--- config.mk ---
export PLATFORM = sky130hd
export DESIGN_NAME = instr_fetch_unit
export DESIGN_NICKNAME = d
export VERILOG_FILES = /design/src/rtl/fetch_pkg.sv /design/src/rtl/instr_fetch_unit.sv
export SDC_FILE = /design/constraint.sdc
export NUM_CORES = 1
export LEC_CHECK = 0
export ABC_AREA = 1
export CAP_MARGIN = 5
export CORE_MARGIN = 2
export CORE_UTILIZATION = 35
export CTS_CLUSTER_DIAMETER = 120
export CTS_CLUSTER_SIZE = 10
export DETAILED_ROUTE_END_ITERATION = 8
export DONT_BUFFER_PORTS = 1
export PLACE_DENSITY = 0.55
export SLEW_MARGIN = 20
export SYNTH_ARGS = -nofsm -noshare
export SYNTH_HDL_FRONTEND = slang
export SYNTH_SLANG_ARGS = --single-unit
--- constraint.sdc ---
create_clock -name clk -period 1.8 [get_ports clk]
set_clock_uncertainty 0.15 [all_clocks]
set_input_delay 0.36 -clock clk [delete_from_list [all_inputs] [get_ports clk]]
set_output_delay 0.36 -clock clk [all_outputs]
set_load 0.1 [all_outputs]
--- src/rtl/fetch_pkg.sv ---
// Shared types and constants for the instruction fetch front end.
// Holds the fetch FSM state encoding, the reset NOP word and the RV32 field positions.
package fetch_pkg;

    typedef enum logic [2:0] {
        IDLE  = 3'd0,
        FETCH = 3'd1,
        WAIT  = 3'd2,
        HOLD  = 3'd3,
        ERR   = 3'd4
    } fetch_state_t;

    localparam logic [31:0] NOP_INSTR = 32'h0000_0013;  // addi x0, x0, 0

    localparam int unsigned OP_LSB     = 0;
    localparam int unsigned OP_MSB     = 6;
    localparam int unsigned FUNCT3_LSB = 12;
    localparam int unsigned FUNCT3_MSB = 14;
    localparam int unsigned FUNC7_LSB  = 25;
    localparam int unsigned FUNC7_MSB  = 31;

    localparam int unsigned PC_STEP = 4;

endpackage

--- src/rtl/instr_fetch_unit.sv ---
// Instruction fetch unit: owns the PC, fetches one word at a time over a req/rsp
// handshake and presents it to decode. Optional FETCH_ALIGN_CHECK_EN traps misaligned redirects.
module instr_fetch_unit
    import fetch_pkg::*;
#(
    parameter int unsigned     XLEN     = 32,
    parameter logic [XLEN-1:0] RESET_PC = '0
) (
    input  logic            clk,
    input  logic            reset,
    output logic            imem_req_valid,
    input  logic            imem_req_ready,
    output logic [XLEN-1:0] imem_addr,
    input  logic            imem_rsp_valid,
    input  logic [31:0]     imem_rsp_data,
    output logic            instr_valid,
    input  logic            instr_ready,
    output logic [31:0]     instr,
    output logic [6:0]      op,
    output logic [2:0]      funct3,
    output logic [6:0]      func7,
    output logic [XLEN-1:0] pc,
    output logic [XLEN-1:0] pc_plus4,
    input  logic            pc_src,
    input  logic [XLEN-1:0] pc_target
`ifdef FETCH_ALIGN_CHECK_EN
    ,
    output logic            misalign_err
`endif
);

    localparam logic [XLEN-1:0] ALIGN_MASK = ~XLEN'(3);
    localparam logic [XLEN-1:0] STEP       = XLEN'(PC_STEP);

    fetch_state_t    state, state_next;
    logic [XLEN-1:0] fetch_pc;
    logic [31:0]     instr_q;
    logic [XLEN-1:0] pc_q;
    logic [XLEN-1:0] next_pc;
    logic            retire;
    logic            rsp_take;
    logic            redirect_bad;

    // The presented instruction is valid exactly while the FSM sits in HOLD.
    assign retire   = (state == HOLD) && instr_ready;
    assign rsp_take = (state == WAIT) && imem_rsp_valid;
    assign next_pc  = (pc_src ? pc_target : pc_plus4) & ALIGN_MASK;

`ifdef FETCH_ALIGN_CHECK_EN
    assign redirect_bad = retire && pc_src && (pc_target[1:0] != 2'b00);
`else
    assign redirect_bad = 1'b0;
`endif

    // NOTE: sequential state uses <= so every register samples pre-edge values.
    always_ff @(posedge clk) begin
        if (reset) state <= IDLE;
        else       state <= state_next;
    end

    // NOTE: every output of this block gets a default first, so no path infers a latch.
    always_comb begin
        state_next     = state;
        imem_req_valid = 1'b0;
        instr_valid    = 1'b0;
        unique case (state)
            IDLE:  state_next = FETCH;
            FETCH: begin
                imem_req_valid = 1'b1;
                if (imem_req_ready) state_next = WAIT;
            end
            WAIT:  if (imem_rsp_valid) state_next = HOLD;
            HOLD: begin
                instr_valid = 1'b1;
                if (instr_ready) state_next = redirect_bad ? ERR : FETCH;
            end
            ERR:   state_next = ERR;
            default: state_next = IDLE;
        endcase
    end

    always_ff @(posedge clk) begin
        if (reset) begin
            fetch_pc <= RESET_PC;
            instr_q  <= NOP_INSTR;
            pc_q     <= RESET_PC;
        end else begin
            if (rsp_take) begin
                instr_q <= imem_rsp_data;
                pc_q    <= fetch_pc;
            end
            if (retire) fetch_pc <= next_pc;
        end
    end

`ifdef FETCH_ALIGN_CHECK_EN
    always_ff @(posedge clk) begin
        if (reset)             misalign_err <= 1'b0;
        else if (redirect_bad) misalign_err <= 1'b1;
    end
`endif

    assign imem_addr = fetch_pc;
    assign instr     = instr_q;
    assign op        = instr_q[OP_MSB:OP_LSB];
    assign funct3    = instr_q[FUNCT3_MSB:FUNCT3_LSB];
    assign func7     = instr_q[FUNC7_MSB:FUNC7_LSB];
    assign pc        = pc_q;
    assign pc_plus4  = pc_q + STEP;

endmodule

==> qor.yml <==
timing:
  worst_slack_ns: -0.5594
  setup_violations: 45
  rsz0062_at_grt: "yes"
  maxSlewViolCount: 0
  timing.slew.headroom_pct: 60.30
  period_needed_ns: 2.359
  hold_viol: 0
  whs_ns: 0.01245
  fin_crit_sh_pct: 131.1
  fmax_mhz: 423.8
  tightest_slew_ns: 0.5947
cts:
  cts_tree: "built"
  ctsHtreeMaxLevel: 3
  cts.sink_count: 95
  clk_latency_ns: 0.34
  cts_buffer_depth: 2
  clk_pin_slew_worst_paths_ns: 0.07
  clockRootBuffer: "clkbuf_16"
  cts_buffers: 9
cells_and_area:
  multi_input_area_um2: 3089
  finalNonFillerCells: 972
  final_net_count: 866
  antenna_cells: 0
  syn_to_final_growth_pct: 68.80
  area.sequential_um2: 1973
  fillCellCount: 1109
  drive_gt1_share_pct: 43.38
outcome:
  status: "finished with violations"
  violations: "setup timing"
route:
  dr.pass1.iters: 5
  wl_mm: 15.64
  postRouteAntennaNets: 0
  routedWlPerCell_um: 16.09
  vias: 4852
  remaining_drc_errors: 0
  drtIter0Drc: 175
  vias_per_cell: 4.992
placement:
  dp_hpwl_mm: 10.74
  io_buffers: 0
  dp.cells: 921
  gp_congestion: 0.8683
power_and_ir_drop:
  netSwitchingFraction_pct: 45.98
  internal_power_mw: 4.303
  leakagePower_nw: 3.316
  power_frac_seq_pct: 30.5
  p_per_area_nw_per_um2: 1028
  pwr-share-clk_pct: 25.6
  p_sw_mw: 3.663
  combPwrFrac_pct: 43.9
  peakVddDrop_mv: 0.5951
synth:
  syn_inst: 651
  async_flop_share_pct: 0
  synth_area_per_cell_um2: 7.054
  syn_area_um2: 4592
  synthFlopType: "dfxtp_1"
  synth_seq_area_share_pct: 41.42
  synth_edf_count: 0
  synthDistinctLibCells: 27
  ys_ff_latch: 95
  yosysWarnings: 0
floorplan:
  die_x_um: 118.5
  die-area_um2: 14050
  rows: 41
  die_h_um: 118.5
  core_area_um2: 12720
  ios: 217
  start_util_pct: 36.09
worst_setup_path:
  max_stage_delay_ns: 0.36
  cp.arrival_ns: 1.85
  cp-end-kind: "output port"
  critPathMaxFanout: 5
  cp.buffers_inverters: 4
  critPathKind: "reg -> out"
  cp_data_required_time_ns: 1.29
  start_kind: "flip-flop"
  path_delay_family: "buffers and inverters"
  crit_slowest_cell: "dfxtp_4"
  worstPathCellList: "buf_6 -> clkinvlp_4 -> nor2_4 -> nand2_4 -> nor2_4 -> buf_12 -> xor2_4 -> buf_12"
global_routing:
  grt.overflow.total: 0
  grt_max_degree: 69
  globalRouteTotalUtil_pct: 22.19
  antenna_found_initial: 0
  grt_pass1_wl_mm: 24.92
  grt_pass1_vias: 4875
flow_run:
  maxCapViolCount: 0
worst_hold_path:
  hold_class: "in -> reg"
[logic make-up (layout without fill, tap and decap cells)]
family / Yosys count / after routing / synth area share [%]
flip-flops: 95 / 95 / 41.42
other: 1 / 6 / 0.08167
XOR/XNOR: 15 / 15 / 4.005
AO/OA/AOI/OAI: 158 / 158 / 17.36
adder cells (fa/ha/maj): 1 / 1 / 0.2724
AND/OR/NAND/NOR: 297 / 297 / 27.96
buffers and inverters: 84 / 228 / 8.910
[placed cells by master (no fill, tap or decap), types with 3 or more instances in the layout]
| cell | n |
|---|---|
| xor2_4 | 11 |
| a21oi_2 | 18 |
| xnor2_4 | 4 |
| dfxtp_2 | 36 |
| dfxtp_4 | 7 |
| nor2_2 | 6 |
| nor2_4 | 17 |
| nand2_4 | 21 |
| inv_1 | 22 |
| nand2_8 | 9 |
| nand3_1 | 7 |
| buf_6 | 14 |
| o21ai_0 | 90 |
| clkinvlp_4 | 3 |
| nand3b_1 | 7 |
| nand3_4 | 6 |
| inv_2 | 4 |
| buf_4 | 103 |
| a21oi_1 | 47 |
| nand2_1 | 69 |
| buf_12 | 44 |
| nand2_2 | 26 |
| nor2_1 | 123 |
| dfxtp_1 | 52 |
| conb_1 | 6 |
| clkbuf_16 | 10 |
| dlygate4sd3_1 | 23 |
[layer usage]
layer | part of all wire [%] | up-vias | GRT usage [%]
li1 | - | 2348 | -
met1 | 40 | 2316 | 25.89
met2 | 51 | 170 | 38.43
met3 | 7.5 | 18 | 6.419
met4 | 2.0 | 0 | 8.110
met5 | 0 | - | 0
[through the flow]
stage               worst slack [ns]  total power, mW  setup TNS (ns)  cell area [um2]  utilization [%]
detailed placement           -0.2830            5.819          -5.100             6628            52.09
global placement             -0.2525            5.785          -3.762             6628            52.09
floorplan                     -1.061            5.093          -39.58             5085                -
finish                       -0.5594            7.965          -13.41             7751            60.93
CTS                          -0.5865            8.005          -13.81             7527            59.17
global route                 -0.6329            8.265          -16.99             7751            60.93
[synth_stat cells, types with 4 or more instances]
library cell  instances  area [um2]
o21ai_0              90       450.4
nor2_4                9       101.4
nand3b_1              7       52.55
xnor2_1               4       35.03
clkbuf_1             27       101.4
nand2_2               4       25.02
inv_1                25       93.84
buf_4                23       172.7
xor2_2                7       113.9
dfxtp_1              95        1902
nor2_1              130       488.0
a21oi_1              65       325.3
buf_2                 6       30.03
xor2_1                4       35.03
nor2_2                7       43.79
nand2_1             119       446.7
nand3_1              13       65.06
[registers in the layout, indices dropped and copies added, names as in the netlist]
name / cells
instr: 32
pc: 30
imem_addr: 30
state: 3
[power by group through the flow]
stage / Sequential, mW / Clock [mW] / Combinational (mW)
floorplan: 3.72 / 0 / 1.38
global placement: 2.46 / 0 / 3.32
detailed placement: 2.47 / 0 / 3.35
CTS: 2.43 / 2.12 / 3.46
global route: 2.45 / 2.21 / 3.61
finish: 2.43 / 2.04 / 3.50
[worst paths after layout]
kind	to	from	slack (ns)	depth (start not counted)
setup / recovery	pc_plus4[17]	pc[2]$_SDFFE_PP0P_	-0.56	8
hold / removal	instr[5]$_SDFFE_PP0P_	imem_rsp_data[5]	0.01	2
setup reg to reg	imem_addr[23]$_SDFFE_PP0P_	pc[2]$_SDFFE_PP0P_	-0.10	10
hold reg to reg	state[2]$_SDFFE_PP0P_	state[1]$_SDFFE_PP0P_	0.29	1
[worst reg2reg max path, stage by stage (launching register included)]
cell,delay [ns]
dfxtp_4,0.36
buf_6,0.10
clkinvlp_4,0.09
nor2_4,0.16
nand2_2,0.11
nor2_4,0.14
buf_12,0.13
nand3b_1,0.11
nand2_4,0.28
nand2_2,0.09
a21oi_2,0.13
[layout make-up]
cell class / count / area share [%]
clock inverter: 4 / 0.6618
inverter: 28 / 1.453
multi-input combinational: 477 / 39.85
timing repair buffer: 184 / 26.34
tap: 172 / 2.776
sequential: 95 / 25.46
clock buffer: 12 / 3.454
[timing repair]
action / in CTS / in global routing
resized for setup: 64 / 51
buffers inserted: 10 / 7
hold endpoints to repair: 25 / 0
endpoints found under the setup margin: 50 / 54
hold buffers: 23 / 0
pin swaps: 26 / 25
(Power assumes the default switching activity.)
